<file path="config.mk">
export PLATFORM = sky130hd
export DESIGN_NAME = core_sequencer
export DESIGN_NICKNAME = d
export VERILOG_FILES = /design/src/rtl/core_sequencer.sv
export SDC_FILE = /design/constraint.sdc
export NUM_CORES = 1
export LEC_CHECK = 0
export ABC_AREA = 1
export CORE_MARGIN = 4
export CORE_UTILIZATION = 40
export CTS_BUF_LIST = sky130_fd_sc_hd__clkbuf_4 sky130_fd_sc_hd__clkbuf_8 sky130_fd_sc_hd__clkbuf_16
export CTS_CLUSTER_DIAMETER = 50
export DETAILED_ROUTE_END_ITERATION = 10
export PLACE_DENSITY = 0.75
export SLEW_MARGIN = 20
export SYNTH_ARGS = -nofsm -noshare
export SYNTH_HDL_FRONTEND = slang
export SYNTH_SLANG_ARGS = --single-unit
</file>
<file path="constraint.sdc">
create_clock -name clk -period 3 [get_ports clk]
set_input_delay 0.6 -clock clk [delete_from_list [all_inputs] [get_ports clk]]
set_output_delay 0.6 -clock clk [all_outputs]
set_load 0.005 [all_outputs]
</file>
<file path="src/rtl/core_sequencer.sv">
// Multi-cycle instruction sequencer: steps fetch, execute, memory and writeback
// phases and drives the datapath enables from the registered state.
//
//  state      | meaning
//  -----------+---------------------------------------------------------
//  IDLE       | parked, waiting for run
//  FETCH      | PC presented to instruction memory
//  FETCH_WAIT | waiting IMEM_LATENCY cycles, ir_load on the last one
//  EXECUTE    | decode/ALU, choose MEM or WRITEBACK
//  MEM        | load (DMEM_LATENCY cycles of dmem_re) or store (1 cycle)
//  WRITEBACK  | register write, PC update, retire
module core_sequencer #(
   parameter int unsigned IMEM_LATENCY = 1,
   parameter int unsigned DMEM_LATENCY = 1
) (
   input  logic        clk,
   input  logic        rst_n,
   input  logic        run,
   input  logic        reg_write,
   input  logic        mem_read,
   input  logic        mem_write,
   input  logic        branch_taken,
   output logic        ir_load,
   output logic        pc_en,
   output logic        pc_sel,
   output logic        regfile_we,
   output logic        dmem_re,
   output logic        dmem_we,
   output logic        busy,
   output logic [2:0]  state,
   output logic [31:0] retired
);

   typedef enum logic [2:0] {
      S_IDLE       = 3'd0,
      S_FETCH      = 3'd1,
      S_FETCH_WAIT = 3'd2,
      S_EXECUTE    = 3'd3,
      S_MEM        = 3'd4,
      S_WRITEBACK  = 3'd5
   } state_t;

   // Counter counts down to zero, so it is loaded with latency-1.
   localparam logic [2:0] IMEM_RELOAD = 3'(IMEM_LATENCY - 1);
   localparam logic [2:0] DMEM_RELOAD = 3'(DMEM_LATENCY - 1);

   state_t      state_q, state_d;
   logic [2:0]  lat_cnt_q, lat_cnt_d;
   logic [31:0] retired_q, retired_d;
   logic        is_load_q, is_load_d;

   always_comb begin
      state_d   = state_q;
      lat_cnt_d = lat_cnt_q;
      retired_d = retired_q;
      is_load_d = is_load_q;
      case (state_q)
         S_IDLE: begin
            if (run) state_d = S_FETCH;
         end
         S_FETCH: begin
            state_d   = S_FETCH_WAIT;
            lat_cnt_d = IMEM_RELOAD;
         end
         S_FETCH_WAIT: begin
            if (lat_cnt_q == 3'd0) state_d = S_EXECUTE;
            else                   lat_cnt_d = lat_cnt_q - 3'd1;
         end
         S_EXECUTE: begin
            // Load wins when both are requested, so a conflict never writes memory.
            is_load_d = mem_read;
            if (mem_read || mem_write) begin
               state_d   = S_MEM;
               lat_cnt_d = mem_read ? DMEM_RELOAD : 3'd0;
            end else begin
               state_d = S_WRITEBACK;
            end
         end
         S_MEM: begin
            if (lat_cnt_q == 3'd0) state_d = S_WRITEBACK;
            else                   lat_cnt_d = lat_cnt_q - 3'd1;
         end
         S_WRITEBACK: begin
            retired_d = retired_q + 32'd1;
            state_d   = run ? S_FETCH : S_IDLE;
         end
         default: state_d = S_IDLE;
      endcase
   end

   always_ff @(posedge clk or negedge rst_n) begin
      if (!rst_n) begin
         state_q   <= S_IDLE;
         lat_cnt_q <= 3'd0;
         retired_q <= 32'd0;
         is_load_q <= 1'b0;
      end else begin
         state_q   <= state_d;
         lat_cnt_q <= lat_cnt_d;
         retired_q <= retired_d;
         is_load_q <= is_load_d;
      end
   end

   // Enables decode only the registered state and the decoder controls;
   // run only steers the next-state logic.
   assign ir_load    = (state_q == S_FETCH_WAIT) && (lat_cnt_q == 3'd0);
   assign dmem_re    = (state_q == S_MEM) &&  is_load_q;
   assign dmem_we    = (state_q == S_MEM) && !is_load_q;
   assign pc_en      = (state_q == S_WRITEBACK);
   assign pc_sel     = (state_q == S_WRITEBACK) && branch_taken;
   assign regfile_we = (state_q == S_WRITEBACK) && reg_write;
   assign busy       = (state_q != S_IDLE);
   assign state      = state_q;
   assign retired    = retired_q;

endmodule

</file>
==> results of run 1 <==
## routing by layer
metal / up-vias / part of all wire / global-route usage
li1: 991 / - / -
met1: 904 / 0.44 / 0.199
met2: 56 / 0.48 / 0.276
met3: 10 / 0.061 / 0.0401
met4: 0 / 0.019 / 0.0719
met5: - / 0 / 0
## sequential cells by signal, indices dropped and copies added, names as in the netlist
signal and cells:
is_load_q 1, lat_cnt_q 3, state 3, retired 32
## through the flow
step	area [sq um]	hold slack (ps)	worst slack, ps	utilization
finish	2880	418	628	0.549
global route	2880	502	513	0.549
CTS	2880	461	607	0.549
detailed placement	2770	469	693	0.529
global placement	2770	455	710	0.529
floorplan	2220	304	1520	-
## synthesized netlist by cell type (all sizes together)
master / n / area share
nand3: 31 / 0.086
nor2: 41 / 0.093
o21ai: 2 / 0.0045
nand4: 9 / 0.025
clkinv: 1 / 0.0023
buf: 1 / 0.0051
inv: 39 / 0.066
ha: 3 / 0.017
o22ai: 1 / 0.0028
nor3b: 1 / 0.0034
a21oi: 1 / 0.0023
xnor2: 11 / 0.043
dfrtp: 39 / 0.44
nor3: 12 / 0.034
o21bai: 1 / 0.0051
or2: 1 / 0.0028
nand2: 78 / 0.13
xor2: 9 / 0.036
## final timing paths
check / slack, ps / to
setup / recovery: 630 / pc_en
hold / removal: 420 / lat_cnt_q[0]$_DFFE_PN0P_
setup reg to reg: 1410 / retired[28]$_DFFE_PN0N_
hold reg to reg: 480 / lat_cnt_q[0]$_DFFE_PN0P_
max in group asynchronous: 2040 / retired[11]$_DFFE_PN0N_
min in group clk: 480 / lat_cnt_q[0]$_DFFE_PN0P_
## cells by family (layout without fill, tap and decap cells)
group | after synthesis | after routing | synth area share
AND/OR/NAND/NOR | 173 | 173 | 0.377
buffers and inverters | 41 | 96 | 0.0733
flip-flops | 39 | 39 | 0.440
XOR/XNOR | 20 | 20 | 0.0789
AO/OA/AOI/OAI | 5 | 5 | 0.0147
adder cells (fa/ha/maj) | 3 | 3 | 0.0169
## worst max-delay path: cells and delay by family (launching register included)
family                 cells  cell delay, ps
flip-flops                 1             420
buffers and inverters      3             850
AND/OR/NAND/NOR            1             210
## power by group through the flow
stage / Combinational [W] / Clock, W / Sequential [W]
after global placement: 0.000377 / 0 / 0.000647
after detailed placement: 0.000388 / 0 / 0.000651
after CTS: 0.000392 / 0.000406 / 0.000641
after global routing: 0.000439 / 0.000436 / 0.000650
after floorplan: 0.000212 / 0 / 0.000646
final: 0.000384 / 0.000395 / 0.000640
## final cells by class
cell class              instances  area, sq um  area share
clock buffers                   8          104      0.0361
inverters                      40          151      0.0527
repair buffers                 48          475       0.165
flip-flops and latches         39          976       0.339
well taps                      70         87.6      0.0305
multi-input cells             201         1080       0.376
==> results.yml, run 1 <==
run_status:
  status: "complete, no violations"
detailed_routing:
  antenna_left: 0
  routed_wirelength_mm: 5.01
  drt_iter0_drc: 111
  vias_per_cell: 4.83
  via_count: 1961
  routedWlPerCell_um: 12.3
  drt_first_pass_iters: 4
  drc: 0
global_routing:
  grt_max_degree: 40
  grt_pass1_wl_mm: 8.69
  overflow: 0
  grt_pass1_vias: 2017
  grt_util_all_layers: 0.164
  antenna_found_initial: 0
synth:
  syn_avg_cell_area_sq_um: 7.90
  synth.distinct_cells: 26
  ys_seq_elements: 39
  synthesis.yosys.warnings: 0
  syn_area_sq_um: 2220
  ys_seq_area_frac: 0.440
  synth_nets: 291
  synthCells: 281
layout:
  nNetsFinal: 345
  instances_no_fill: 406
  layout_common_cells: "78 x nand2_1, 47 x clkdlybuf4s50_1, 39 x dfrtp_1"
  areaGrowthSynthToFinish_pct: 29.5
  antenna_cells: 0
  mostFrequentLayoutCell: "nand2_1"
  post_route_cells_drive_above_1_share: 0.0923
  fill_cells: 479
floorplan:
  die_area_sq_um: 6800
  fp-row-count: 26
  fp.dieW_um: 82.5
  pin_count: 49
  core_sq_um: 5240
  die_h_um: 82.5
  start_util: 0.424
flow_run:
  maxCapViolations: 0
placed_design:
  place.gp.congestion: 0.905
  post-dp-hpwl_mm: 3.87
  dp.cells: 398
  io_buffers: 48
critical_path:
  crit_fanout: 13
  critPathKind: "flop to output port"
  slowest_delay_ps: 520
  crit_chain: "inv_2 > nand3_4 > clkinv_2 > clkdlybuf4s50_1"
  slowest_stage: "clkdlybuf4s50_1"
  critPathLaunch: "state[1]$_DFFE_PN0P_"
  r2r_cells: 8
  worst_setup_path_end_kind: "output port"
  worstSetupStartpointType: "flop"
  critical_path_arrival_ps: 1770
  worstReg2RegStart: "state[1]$_DFFE_PN0P_"
  crit_required_ps: 2400
clock_network:
  ctsResizeCount: 0
  cts.path.max_buffers: 2
  h-tree-depth: 2
  cts_buffers: 5
  hold_buffers: 0
  clk_pin_slew_ps: 70
  insertion_delay_ps: 290
  cts_sinks: 39
  tritoncts: "yes"
  post-cts-setup-buffers: 0
  root_buffer: "clkbuf_8"
timing:
  fmax_mhz: 422
  slew_headroom: 0.429
  fin_crit_sh: 0.791
  maxSlewViolCount: 0
  fin_setup_tns_ps: 0
  final-hold-violation-count: 0
  finalCriticalPeriod_ps: 2370
  rsz0062_at_grt: "no"
  setup_violations: 0
  fin_worst_skew_ps: 4.82
  worst_slew_pin_slew_ps: 857
power:
  ir_drop_uv: 413
  pwr_density_cell_nw_per_um2: 494
  power.internal_w: 0.000983
  total_power_w: 0.00142
  p_switching_w: 0.000437
  power.leakage_nw: 1.25
  sw_frac_of_total: 0.308
  pwr-share-comb: 0.271
  seqPwrFrac: 0.451
  p_clk_frac: 0.278
worst_hold_path:
  min_path_type: "input port to asynchronous set/reset pin"
Note: power is estimated with default switching activity, not from simulation.
==> run 2: changes to the inputs <==
--- a/config.mk
+++ b/config.mk
@@ -11,7 +11,7 @@
 export CTS_BUF_LIST = sky130_fd_sc_hd__clkbuf_4 sky130_fd_sc_hd__clkbuf_8 sky130_fd_sc_hd__clkbuf_16
 export CTS_CLUSTER_DIAMETER = 50
 export DETAILED_ROUTE_END_ITERATION = 10
-export PLACE_DENSITY = 0.75
+export PLACE_DENSITY = 0.77
 export SLEW_MARGIN = 20
 export SYNTH_ARGS = -nofsm -noshare
 export SYNTH_HDL_FRONTEND = slang
==> constraint.sdc (replaced) <==
create_clock -name clk -period 1.98 [get_ports clk]
set_input_delay 0.396 -clock clk [delete_from_list [all_inputs] [get_ports clk]]
set_output_delay 0.396 -clock clk [all_outputs]
set_load 0.005 [all_outputs]
==> run 2 against run 1 <==
Net effect:
- clock power up 74%
- flip-flop and latch count unchanged
- sequential share of layout area fell by 0.96 points
- combinational power increased by 68%
- die area did not move
- clock skew is 2.2 ps higher
- critical endpoint is now state[2]
==> results.yml, run 2 (synthesis results as in run 1) <==
timing:
  worst_slack_ps: 206
  fmax_mhz: 564
  final-hold-violation-count: 0
  maxSlewViolCount: 0
  fin_setup_tns_ps: 0
  fin_worst_skew_ps: 6.99
  fin_crit_sh: 0.896
  worst_slew_pin_slew_ps: 573
  rsz0062_at_grt: "no"
  setup_violations: 0
  finalCriticalPeriod_ps: 1770
  slew_headroom: 0.618
power:
  p_clk_frac: 0.297
  p_switching_w: 0.000712
  pwr-share-comb: 0.280
  power.leakage_nw: 1.39
  power.internal_w: 0.00160
  ir_drop_uv: 670
  sw_frac_of_total: 0.308
  seqPwrFrac: 0.423
  pwr_density_cell_nw_per_um2: 779
detailed_routing:
  antenna_left: 0
  via_count: 1980
  drt_first_pass_iters: 5
  routedWlPerCell_um: 12.6
  drt_iter0_drc: 120
  met2_length_mm: 2.50
  drc: 0
  wl_met1_mm: 2.23
  top_layer_used: "met4"
  wl_met3_um: 421
  routed_wirelength_mm: 5.20
  vias_per_cell: 4.81
layout:
  layout_common_cells: "78 x nand2_1, 40 x clkdlybuf4s50_1, 37 x dfrtp_1"
  areaGrowthSynthToFinish_pct: 33.7
  antenna_cells: 0
  fin_area_sq_um: 2970
  fill_cells: 463
  instances_no_fill: 412
  nNetsFinal: 351
  post_route_cells_drive_above_1_share: 0.120
  mostFrequentLayoutCell: "nand2_1"
  largest_register_ffs: 32
global_routing:
  grt_util_all_layers: 0.171
  grt_max_degree: 26
  grt_pass1_wl_mm: 8.95
  grt_pass1_vias: 1970
  overflow: 0
  antenna_found_initial: 0
placed_design:
  pre_cts_ws_ps: 84.7
  io_buffers: 48
  place.gp.congestion: 0.927
  dp.cells: 401
  post-dp-hpwl_mm: 3.99
  placed_area_sq_um: 2790
critical_path:
  critical-path-top-delay-family: "buffers and inverters"
  worstSetupStartpointType: "flop"
  critPathKind: "flop to output port"
  critical_path_arrival_ps: 1380
  path_buf_inv: 2
  slowest_stage: "clkdlybuf4s50_1"
  crit_chain: "buf_4 > clkdlybuf4s50_1"
  crit_required_ps: 1580
  worst_setup_path_end_kind: "output port"
  crit_fanout: 4
  slowest_delay_ps: 500
clock_network:
  cts_sinks: 39
  cts.path.max_buffers: 2
  cts_buffers: 5
  insertion_delay_ps: 290
  h-tree-depth: 2
  root_buffer: "clkbuf_8"
  clk_pin_slew_ps: 80
  tritoncts: "yes"
worst_hold_path:
  min_path_type: "input port to asynchronous set/reset pin"
floorplan:
  core_sq_um: 5240
  pin_count: 49
  fp.dieW_um: 82.5
  die_area_sq_um: 6800
  die_h_um: 82.5
  start_util: 0.424
  fp-row-count: 26
run_status:
  status: "complete, no violations"
flow_run:
  maxCapViolations: 0
-- run 2: cell types whose count changed in the layout (fill, tap and decap cells not counted), moves of 2 or more --
cell	before	now
clkdlybuf4s50_1	47	40
buf_4	0	6
dfrtp_1	39	37
dfrtp_2	0	2
dlymetal6s2s_1	0	6
-- run 2: power groups by stage --
stage | clock (W) | sequential (W) | combinational (W)
2_1_floorplan | 0 | 0.000978 | 0.000321
3_3_place_gp | 0 | 0.000982 | 0.000582
3_5_place_dp | 0 | 0.000985 | 0.000599
4_1_cts | 0.000703 | 0.000976 | 0.000645
5_1_grt | 0.000739 | 0.000989 | 0.000725
6_report | 0.000687 | 0.000978 | 0.000647
-- run 2: final timing paths --
kind                                       endpoint  slack [ps]  depth (start not counted)                startpoint
max                                        state[2]         210                          2      state[2]$_DFFE_PN0P_
min                        lat_cnt_q[0]$_DFFE_PN0P_         100                          1                     rst_n
max reg2reg                 retired[25]$_DFFE_PN0N_         370                          9      state[1]$_DFFE_PN0P_
min reg2reg                lat_cnt_q[1]$_DFFE_PN0P_         480                          2  lat_cnt_q[1]$_DFFE_PN0P_
max in group asynchronous      state[2]$_DFFE_PN0P_        1320                          2                     rst_n
min in group clk           lat_cnt_q[1]$_DFFE_PN0P_         480                          2  lat_cnt_q[1]$_DFFE_PN0P_
-- run 2: repair_timing --
item	4_1_cts	5_1_grt
hold buffers	0	0
resized for setup	7	6
endpoints found under the setup margin	4	5
buffers inserted	2	1
pin swaps	0	0
-- run 2: stage by stage --
step | power, W | hold slack (ps) | utilization
2_1_floorplan | 0.00130 | 100 | -
3_3_place_gp | 0.00156 | 413 | 0.533
3_5_place_dp | 0.00158 | 422 | 0.533
5_1_grt | 0.00245 | 135 | 0.566
6_report | 0.00231 | 97.7 | 0.566
4_1_cts | 0.00232 | 106 | 0.562
-- run 2: layout make-up --
class,instances,area [sq um],area share
Timing Repair Buffer,54,534,0.180
Clock buffer,6,82.6,0.0278
Tap cell,70,87.6,0.0295
Clock inverter,2,35.0,0.0118
Sequential cell,39,978,0.330
Multi-Input combinational cell,201,1090,0.369
Inverter,40,155,0.0523
-- run 2: layer usage --
metal / vias to the layer above / track usage
li1: 1006 / -
met1: 905 / 0.211
met2: 64 / 0.281
met3: 5 / 0.0531
met4: 0 / 0.0621
met5: - / 0
==> run 3: changes to the inputs <==
--- a/config.mk
+++ b/config.mk
@@ -11,6 +11,7 @@
 export CTS_BUF_LIST = sky130_fd_sc_hd__clkbuf_4 sky130_fd_sc_hd__clkbuf_8 sky130_fd_sc_hd__clkbuf_16
 export CTS_CLUSTER_DIAMETER = 50
 export DETAILED_ROUTE_END_ITERATION = 10
+export GPL_TIMING_DRIVEN = 0
 export PLACE_DENSITY = 0.77
 export SLEW_MARGIN = 20
 export SYNTH_ARGS = -nofsm -noshare
==> run 3 against run 2 <==
Net effect:
- die area unchanged
- highest routed layer unchanged
- combinational power grew 11%
- hold slack worse by 68 ps
- routed wire length fell by 3.2%
- first-iteration DRC count shrank 6.7%
- largest cell class unchanged
- critical path depth grew 2
- clock skew increased by 1.9 ps
- via count grew 1.9%
- register-to-register slack improved by 70 ps
==> results.yml, run 3 (synthesis results as in run 1) <==
global_routing:
  antenna_found_initial: 0
  grt_max_degree: 23
  grt_pass1_wl_mm: 8.71
  grt_pass1_vias: 1965
  overflow: 0
  grt_util_all_layers: 0.167
timing:
  fmax_mhz: 529
  fin_setup_tns_ps: 0
  worst_slew_pin_slew_ps: 424
  fin_worst_skew_ps: 8.90
  final-hold-violation-count: 0
  hold_slack_ps: 29.9
  slew_headroom: 0.717
  fin_crit_sh: 0.955
  setup_violations: 0
  maxSlewViolCount: 0
  finalCriticalPeriod_ps: 1890
clock_network:
  clk_pin_slew_ps: 80
  h-tree-depth: 2
  cts_sinks: 39
  cts_buffers: 5
  hold_buffers: 0
  tritoncts: "yes"
  insertion_delay_ps: 290
  root_buffer: "clkbuf_8"
  cts.path.max_buffers: 2
detailed_routing:
  drt_iter0_drc: 112
  via_count: 2017
  routed_wirelength_mm: 5.03
  drt_first_pass_iters: 4
  vias_per_cell: 4.88
  antenna_left: 0
  routedWlPerCell_um: 12.2
  drc: 0
critical_path:
  worst_setup_path_end_kind: "output port"
  critical-path-top-delay-family: "buffers and inverters"
  slowest_stage: "clkdlybuf4s50_1"
  crit_fanout: 4
  path_buf_inv: 3
  critPathKind: "flop to output port"
  crit_chain: "inv_2 > buf_4 > nand3_1 > clkdlybuf4s50_1"
  worstSetupStartpointType: "flop"
  critical_path_arrival_ps: 1490
  slowest_delay_ps: 520
  crit_required_ps: 1580
power:
  total_power_w: 0.00223
  ir_drop_uv: 586
  pwr_density_cell_nw_per_um2: 752
  power.internal_w: 0.00153
  pwr-share-comb: 0.323
  sw_frac_of_total: 0.315
  seqPwrFrac: 0.434
  p_clk_frac: 0.244
  power.leakage_nw: 1.36
  p_switching_w: 0.000704
placed_design:
  placed_area_sq_um: 2810
  io_buffers: 48
  place.gp.congestion: 0.920
  post-dp-hpwl_mm: 3.93
floorplan:
  start_util: 0.424
  core_sq_um: 5240
  pin_count: 49
  die_area_sq_um: 6800
  fp-row-count: 26
  die_h_um: 82.5
  fp.dieW_um: 82.5
layout:
  fin_area_sq_um: 2970
  areaGrowthSynthToFinish_pct: 33.8
  layout_common_cells: "78 x nand2_1, 41 x clkdlybuf4s50_1, 37 x dfrtp_1"
  largest_register_ffs: 32
  fill_cells: 477
  postLayoutCoreUtil: 0.567
  mostFrequentLayoutCell: "nand2_1"
  nNetsFinal: 353
  post_route_cells_drive_above_1_share: 0.125
  antenna_cells: 0
worst_hold_path:
  min_path_type: "input port to asynchronous set/reset pin"
run_status:
  status: "complete, no violations"
flow_run:
  maxCapViolations: 0
-- run 3: layout make-up --
type | instances | area, sq um | share of cell area
Buffer | 1 | 15.0 | 0.00505
Clock buffer | 6 | 82.6 | 0.0278
Clock inverter | 1 | 5.00 | 0.00168
Inverter | 40 | 155 | 0.0522
Multi-Input combinational cell | 201 | 1090 | 0.366
Sequential cell | 39 | 978 | 0.329
Tap cell | 70 | 87.6 | 0.0295
Timing Repair Buffer | 55 | 561 | 0.189
-- run 3: per-stage QoR --
stage               std cells  setup WS [ps]
finish                    413           89.4
CTS                       411           1.65
detailed placement        400           83.0
global placement          399           -436
global route              413          -13.9
floorplan                 281            620
-- run 3: path summary, 6_finish.rpt --
check                                    startpoint                        to  slack (ps)  cells past startpoint
max                            state[1]$_DFFE_PN0P_                      busy          90                      4
min                                           rst_n   retired[25]$_DFFE_PN0N_          30                      1
max reg2reg                    state[0]$_DFFE_PN0P_   retired[29]$_DFFE_PN0N_         440                      8
min reg2reg                lat_cnt_q[0]$_DFFE_PN0P_  lat_cnt_q[0]$_DFFE_PN0P_         480                      2
max in group asynchronous                     rst_n      state[0]$_DFFE_PN0P_        1490                      2
min in group clk           lat_cnt_q[0]$_DFFE_PN0P_  lat_cnt_q[0]$_DFFE_PN0P_         480                      2
-- run 3: metal layers --
metal | GRT usage | part of all wire | vias to the layer above
met1 | 0.200 | 0.44 | 947
met5 | 0 | 0 | -
met2 | 0.284 | 0.48 | 55
met4 | 0.0572 | 0.014 | 0
met3 | 0.0531 | 0.067 | 7
li1 | - | - | 1008
-- run 3: power by group through the flow --
stage | logic (W) | clock network (W) | registers [W]
final | 0.000721 | 0.000544 | 0.000968
after global routing | 0.000809 | 0.000592 | 0.000979
after CTS | 0.000664 | 0.000559 | 0.000974
after detailed placement | 0.000601 | 0 | 0.000992
after global placement | 0.000575 | 0 | 0.000987
after floorplan | 0.000321 | 0 | 0.000978
-- run 3: timing repair --
| action | in CTS | in global routing |
|---|---|---|
| cloned | 0 | 0 |
| gates resized for setup | 10 | 4 |
| endpoints found under the setup margin | 6 | 4 |
| setup buffers | 4 | 2 |
-- run 3: worst reg2reg max path, cell delays in order (launching register included) --
cell and delay (ps):
dfrtp_2 410, buf_12 110, nand3_4 120, buf_8 150, buf_4 170, nor3_1 280, nand2_1 80, nand2_1 60
nand2_1 50
